[src/rtl/alu_tx_pkg.sv]
// alu_tx_pkg: shared definitions for the ALU result sender.
//   tx_state_e : sender FSM states (idle, sending a frame)
//   ByteW      : width of one serialized byte on the TX stream
package alu_tx_pkg;

  localparam int unsigned ByteW = 8;

  typedef enum logic {
    StIdle,
    StSend
  } tx_state_e;

endpackage

[src/rtl/result_fifo.sv]
// result_fifo: synchronous FIFO holding ALU results awaiting serialization.
// Ports:
//   clk, rst         : clock, synchronous active-high reset
//   wr_en, wr_data   : push a word (caller guarantees space, or a same-cycle pop)
//   rd_en, rd_data   : pop the head; rd_data shows the head combinationally
//   full, empty      : occupancy flags
//   count            : number of stored entries, 0..DEPTH
module result_fifo #(
  parameter int unsigned WIDTH = 16,
  parameter int unsigned DEPTH = 4
) (
  input  logic                     clk,
  input  logic                     rst,
  input  logic                     wr_en,
  input  logic [WIDTH-1:0]         wr_data,
  input  logic                     rd_en,
  output logic [WIDTH-1:0]         rd_data,
  output logic                     full,
  output logic                     empty,
  output logic [$clog2(DEPTH):0]   count
);

  localparam int unsigned PtrW   = $clog2(DEPTH);
  localparam int unsigned CountW = PtrW + 1;

  logic [WIDTH-1:0]  mem [DEPTH];
  logic [PtrW-1:0]   wr_ptr_q, rd_ptr_q;
  logic [CountW-1:0] count_q;

  // Storage carries no reset; validity is tracked by the pointers and count.
  always_ff @(posedge clk) begin
    if (wr_en) begin
      mem[wr_ptr_q] <= wr_data;
    end
  end

  // DEPTH is a power of two, so pointers wrap naturally.
  always_ff @(posedge clk) begin
    if (rst) begin
      wr_ptr_q <= '0;
      rd_ptr_q <= '0;
      count_q  <= '0;
    end else begin
      if (wr_en) wr_ptr_q <= wr_ptr_q + PtrW'(1);
      if (rd_en) rd_ptr_q <= rd_ptr_q + PtrW'(1);
      if (wr_en && !rd_en) begin
        count_q <= count_q + CountW'(1);
      end else if (!wr_en && rd_en) begin
        count_q <= count_q - CountW'(1);
      end
    end
  end

  // Head is read before a same-cycle write lands, so write+read when full is safe.
  assign rd_data = mem[rd_ptr_q];
  assign full    = (count_q == CountW'(DEPTH));
  assign empty   = (count_q == '0);
  assign count   = count_q;

endmodule

[src/rtl/alu_result_sender.sv]
// alu_result_sender: buffers ALU result strobes and serializes each result
// LSB-byte-first onto a byte-wide valid/ready stream toward the UART TX path.
// Ports:
//   CLK, RST           : clock, synchronous active-high reset
//   ALU_OUT, OUT_VALID : result word and its single-cycle strobe
//   TX_DATA, TX_VALID  : byte stream toward the transmitter
//   TX_READY           : transmitter accepts the current byte
//   OVERFLOW           : sticky, a result was dropped for lack of space
//   BUSY               : results queued or a frame in progress
module alu_result_sender
  import alu_tx_pkg::*;
#(
  parameter int unsigned OUT_WIDTH = 16,
  parameter int unsigned DEPTH     = 4
) (
  input  logic                 CLK,
  input  logic                 RST,
  input  logic [OUT_WIDTH-1:0] ALU_OUT,
  input  logic                 OUT_VALID,
  output logic [ByteW-1:0]     TX_DATA,
  output logic                 TX_VALID,
  input  logic                 TX_READY,
  output logic                 OVERFLOW,
  output logic                 BUSY
);

  localparam int unsigned NBytes = OUT_WIDTH / ByteW;
  localparam int unsigned CntW   = (NBytes > 1) ? $clog2(NBytes) : 1;
  localparam int unsigned CountW = $clog2(DEPTH) + 1;
  localparam logic [CntW-1:0] LastCnt = CntW'(NBytes - 1);

  tx_state_e            state_q, state_d;
  logic [OUT_WIDTH-1:0] shift_q, shift_d;
  logic [CntW-1:0]      byte_cnt_q, byte_cnt_d;
  logic                 overflow_q, overflow_d;
  logic                 busy_q, busy_d;

  logic                 push, pop;
  logic [OUT_WIDTH-1:0] fifo_head;
  logic                 fifo_full, fifo_empty;
  logic [CountW-1:0]    fifo_count, count_d;

  result_fifo #(
    .WIDTH (OUT_WIDTH),
    .DEPTH (DEPTH)
  ) u_fifo (
    .clk     (CLK),
    .rst     (RST),
    .wr_en   (push),
    .wr_data (ALU_OUT),
    .rd_en   (pop),
    .rd_data (fifo_head),
    .full    (fifo_full),
    .empty   (fifo_empty),
    .count   (fifo_count)
  );

  // A full FIFO still accepts a strobe when the head leaves in the same cycle.
  assign push = OUT_VALID & (~fifo_full | pop);

  always_comb begin
    state_d    = state_q;
    shift_d    = shift_q;
    byte_cnt_d = byte_cnt_q;
    pop        = 1'b0;

    unique case (state_q)
      StIdle: begin
        if (!fifo_empty) begin
          pop        = 1'b1;
          shift_d    = fifo_head;
          byte_cnt_d = '0;
          state_d    = StSend;
        end
      end
      StSend: begin
        // TX_VALID is always high here, so TX_READY alone marks a handshake.
        if (TX_READY) begin
          if (byte_cnt_q != LastCnt) begin
            shift_d    = shift_q >> ByteW;
            byte_cnt_d = byte_cnt_q + CntW'(1);
          end else if (!fifo_empty) begin
            // Chain straight into the next frame without a bubble.
            pop        = 1'b1;
            shift_d    = fifo_head;
            byte_cnt_d = '0;
          end else begin
            state_d = StIdle;
          end
        end
      end
      default: state_d = StIdle;
    endcase
  end

  always_comb begin
    overflow_d = overflow_q | (OUT_VALID & ~push);
    count_d    = fifo_count + CountW'(push) - CountW'(pop);
    // Computed from next-state values so the flop mirrors the current occupancy.
    busy_d     = (count_d != '0) | (state_d == StSend);
  end

  always_ff @(posedge CLK) begin
    if (RST) begin
      state_q    <= StIdle;
      shift_q    <= '0;
      byte_cnt_q <= '0;
      overflow_q <= 1'b0;
      busy_q     <= 1'b0;
    end else begin
      state_q    <= state_d;
      shift_q    <= shift_d;
      byte_cnt_q <= byte_cnt_d;
      overflow_q <= overflow_d;
      busy_q     <= busy_d;
    end
  end

  assign TX_DATA  = shift_q[ByteW-1:0];
  assign TX_VALID = (state_q == StSend);
  assign OVERFLOW = overflow_q;
  assign BUSY     = busy_q;

endmodule

[config.mk]
export PLATFORM = sky130hd
export DESIGN_NAME = alu_result_sender
export DESIGN_NICKNAME = d
export VERILOG_FILES = /design/src/rtl/alu_tx_pkg.sv /design/src/rtl/result_fifo.sv /design/src/rtl/alu_result_sender.sv
export SDC_FILE = /design/constraint.sdc
export NUM_CORES = 1
export LEC_CHECK = 0
export BUFFER_PORTS_ARGS = -buffer_cell sky130_fd_sc_hd__buf_2
export CAP_MARGIN = 5
export CORE_MARGIN = 2
export CORE_UTILIZATION = 36
export CTS_CLUSTER_DIAMETER = 40
export DETAILED_ROUTE_END_ITERATION = 8
export GPL_TIMING_DRIVEN = 0
export HOLD_SLACK_MARGIN = 0.06
export SYNTH_ARGS = -nofsm -noshare
export SYNTH_HDL_FRONTEND = slang
export SYNTH_SLANG_ARGS = --single-unit
export TNS_END_PERCENT = 10
[constraint.sdc]
create_clock -name CLK -period 3.1 [get_ports CLK]
set_input_delay 0 -clock CLK [delete_from_list [all_inputs] [get_ports CLK]]
set_output_delay 0 -clock CLK [all_outputs]
set_load 0.1 [all_outputs]
==> impl_metrics.py <==
metrics = {
    "run_status": {
        "outcome": "finished clean",
    },
    "power_and_ir_drop": {
        "power_switching_mw": 1.52,
        "peakVddDrop_mv": 0.422,
        "p_comb_share_pct": 38.7,
        "sequentialPowerShare_pct": 41.0,
        "leakage_nw": 1.66,
        "clkPwrFrac_pct": 20.3,
        "pwr_density_cell_nw_per_um2": 884,
        "swShare_pct": 37.9,
        "p_int_mw": 2.49,
    },
    "floorplan": {
        "dieArea_um2": 11500,
        "die_w_um": 107,
        "start_util_pct": 37.1,
        "num_rows": 37,
        "io_pins": 31,
        "die_h_um": 107,
        "design.core.area_um2": 10300,
    },
    "yosys": {
        "synth_compound_area_share_pct": 8.30,
        "avgSynthCellArea_um2": 15.1,
        "synth_mux_area_share_pct": 11.1,
        "synth_top_cell_area_share_pct": 50.2,
        "synth_seq_cells": 93,
        "syn_area_um2": 3830,
        "synth_fp_nets": 282,
        "syn_inst": 253,
        "yosys.area.top_type": "edfxtp_1",
        "synth_fa_ha_area_share_pct": 3.33,
        "synthTopCellsByArea": "edfxtp_1, dfxtp_1, mux4_1, a21oi_1, mux4_2",
        "seq_area_frac_synth_pct": 65.4,
        "synth_xor_area_share_pct": 1.14,
        "synthSimpleGateAreaFrac_pct": 5.88,
        "yosysUniqueCellTypes": 37,
        "synth_top_family_by_area": "multiplexers",
        "yosys_warnings": 0,
    },
    "detailed_routing": {
        "wl_um": 6810,
        "vias_per_cell": 4.81,
        "num_vias": 2174,
        "wl_per_cell_um": 15.1,
        "ant_nets": 0,
        "dr.first_iter.drc_count": 97,
        "drtPass1Iterations": 4,
        "drcViolationCount": 0,
    },
    "worst_setup_path": {
        "worst-setup-path-type": "reg2reg",
        "cp_max_fo": 10,
        "required_ps": 3390,
        "cp-start-kind": "register",
        "rrSetupSlack_ps": 470,
        "cp-end-kind": "register",
        "crit_top_cell": "inv_1",
        "arrival_ps": 2910,
        "crit_slowest_cell": "a21boi_1",
        "cpPeakStageDelay_ps": 460,
        "cp_cell_sequence": "a21boi_1 > nor2_1 > buf_2 > inv_1 > ha_1 > inv_1 > fa_1 > xor2_1 > or3_2 > a21oi_1",
    },
    "global_route": {
        "grt_pass1_wl_um": 11200,
        "grtUsageTotal_pct": 12.9,
        "gr-total-overflow": 0,
        "grt_max_degree": 18,
        "grt_pass1_vias": 2184,
        "antenna_found_initial": 0,
    },
    "cells_and_area": {
        "mostFrequentLayoutCell": "edfxtp_1",
        "diodes": 0,
        "fin_area_um2": 4530,
        "regArea_um2": 2500,
        "areaGrowthSynthToFinish_pct": 18.3,
        "layout.cells.non_filler": 452,
        "nFillCells": 924,
        "layout-drive-gt1-share_pct": 21.5,
        "final_cell_mix": "edfxtp_1, buf_2, dfxtp_1, nor2_1",
        "multi_input_area_um2": 1140,
        "layout.nets": 340,
    },
    "timing": {
        "drv_slew": 0,
        "period_share_pct": 84.7,
        "worst_slack_ps": 474,
        "tns_ps": 0,
        "period_needed_ps": 2630,
        "grt_setup_unrepaired": "false",
        "timing.final.hold_violations": 0,
        "tightest_slew_ps": 880,
        "timing.fmax_ghz": 0.381,
        "clock_skew_ps": 11.1,
        "setup_violations": 0,
        "maxSlewHeadroom_pct": 41.3,
    },
    "cts": {
        "cts.clk_slew.worst_paths_ps": 90,
        "cts_buffer_depth": 2,
        "cts_buffers": 9,
        "cts_tree": "done",
        "clock_latency_ps": 350,
        "htreeDepth": 3,
        "cts.sinks": 93,
        "root_buffer": "clkbuf_8",
    },
    "run": {
        "maxCapViolCount": 0,
    },
    "place": {
        "hpwl_um": 4550,
        "portBuffers": 29,
        "gp_congestion": 0.776,
        "dp_cells": 418,
        "placed_area_um2": 4140,
        "dpl_worst_slack_ps": 508,
    },
    "hold_path": {
        "hold_class": "in2reg",
    },
}
==> sequential cells by signal (all words and copies together), names as in the netlist, named ones only <==
name / count
shift_q: 16
u_fifo.rd_ptr_q: 2
OVERFLOW: 1
u_fifo.mem: 64
u_fifo.count: 3
TX_VALID: 1
u_fifo.wr_ptr_q: 2
BUSY: 1
byte_cnt_q: 1
==> critical path, delay by kind of cell (launching register included) <==
kind / cells / cell delay (ps)
buffers and inverters: 3 / 350
DFF: 1 / 380
and+or+nand+nor: 2 / 550
AOI/OAI and AO/OA: 2 / 600
adders and majority gates: 2 / 540
xor gates and xnor gates: 1 / 150
==> per-stage QoR <==
step,util (%),power [mW],hold WS (ps)
after floorplan,-,2.90,98.9
after global placement,40.1,3.18,211
after detailed placement,40.1,3.21,219
after CTS,43.8,4.05,149
after global routing,43.8,4.25,190
final,43.8,4.00,170
==> final cells by class <==
type,count,share of cell area (%)
flip-flops and latches,93,55.3
multi-input cells,129,25.2
repair buffers,47,7.19
well taps,136,3.76
plain buffers,22,3.34
clock buffers,9,2.74
clock inverters,7,1.77
inverters,9,0.746
==> path summary, 6_finish.rpt <==
kind,startpoint,end,depth (start not counted)
worst max-delay path,TX_VALID,u_fifo.count[2],10
worst min-delay path,TX_READY,TX_VALID,4
worst max register to register,TX_VALID,u_fifo.count[2],10
worst min register to register,shift_q[1],shift_q[1],2
==> power groups by stage <==
stage / Combinational [mW] / Sequential, mW / Clock, mW
floorplan: 1.20 / 1.71 / 0
global placement: 1.52 / 1.67 / 0
detailed placement: 1.54 / 1.67 / 0
CTS: 1.57 / 1.64 / 0.841
global route: 1.70 / 1.67 / 0.886
finish: 1.55 / 1.64 / 0.813
==> metal layers <==
layer,GRT usage (%),wire [um]
met4,3.80,57
met2,20.8,3320
met1,16.9,3160
met3,4.01,272
met5,0,0
==> cell families after synthesis <==
| logic type | Yosys count |
|---|---|
| DFF | 93 |
| AOI/OAI and AO/OA | 49 |
| and+or+nand+nor | 48 |
| buffers and inverters | 31 |
| muxes | 18 |
| adders and majority gates | 9 |
| xor gates and xnor gates | 5 |
==> cell usage after synthesis <==
master / n
buf_1: 2
or3_2: 1
buf_12: 1
buf_6: 1
a31oi_2: 1
nor3b_1: 1
inv_1: 9
edfxtp_1: 64
mux2i_1: 2
mux4_1: 12
a31oi_1: 1
clkbuf_2: 1
and2_1: 4
nor3_4: 1
ha_1: 7
a22oi_1: 8
o21ai_2: 1
nor2_1: 21
fa_1: 2
mux4_2: 4
nand2b_1: 1
nand2_1: 16
a22o_1: 8
or3_4: 1
xnor2_1: 3
buf_4: 8
a21boi_1: 1
nor2b_1: 2
xor2_1: 2
a41oi_1: 1
clkbuf_8: 1
buf_2: 3
o21ai_0: 9
a311oi_1: 1
clkbuf_1: 5
dfxtp_1: 29
a21oi_1: 18
==> what timing repair did <==
item	CTS	global route
resized for setup	0	0
setup buffers	0	0
hold buffers	18	0
endpoints found under the hold margin	66	0
endpoints found under the setup margin	0	0
Power figures use the tool's default switching activity.
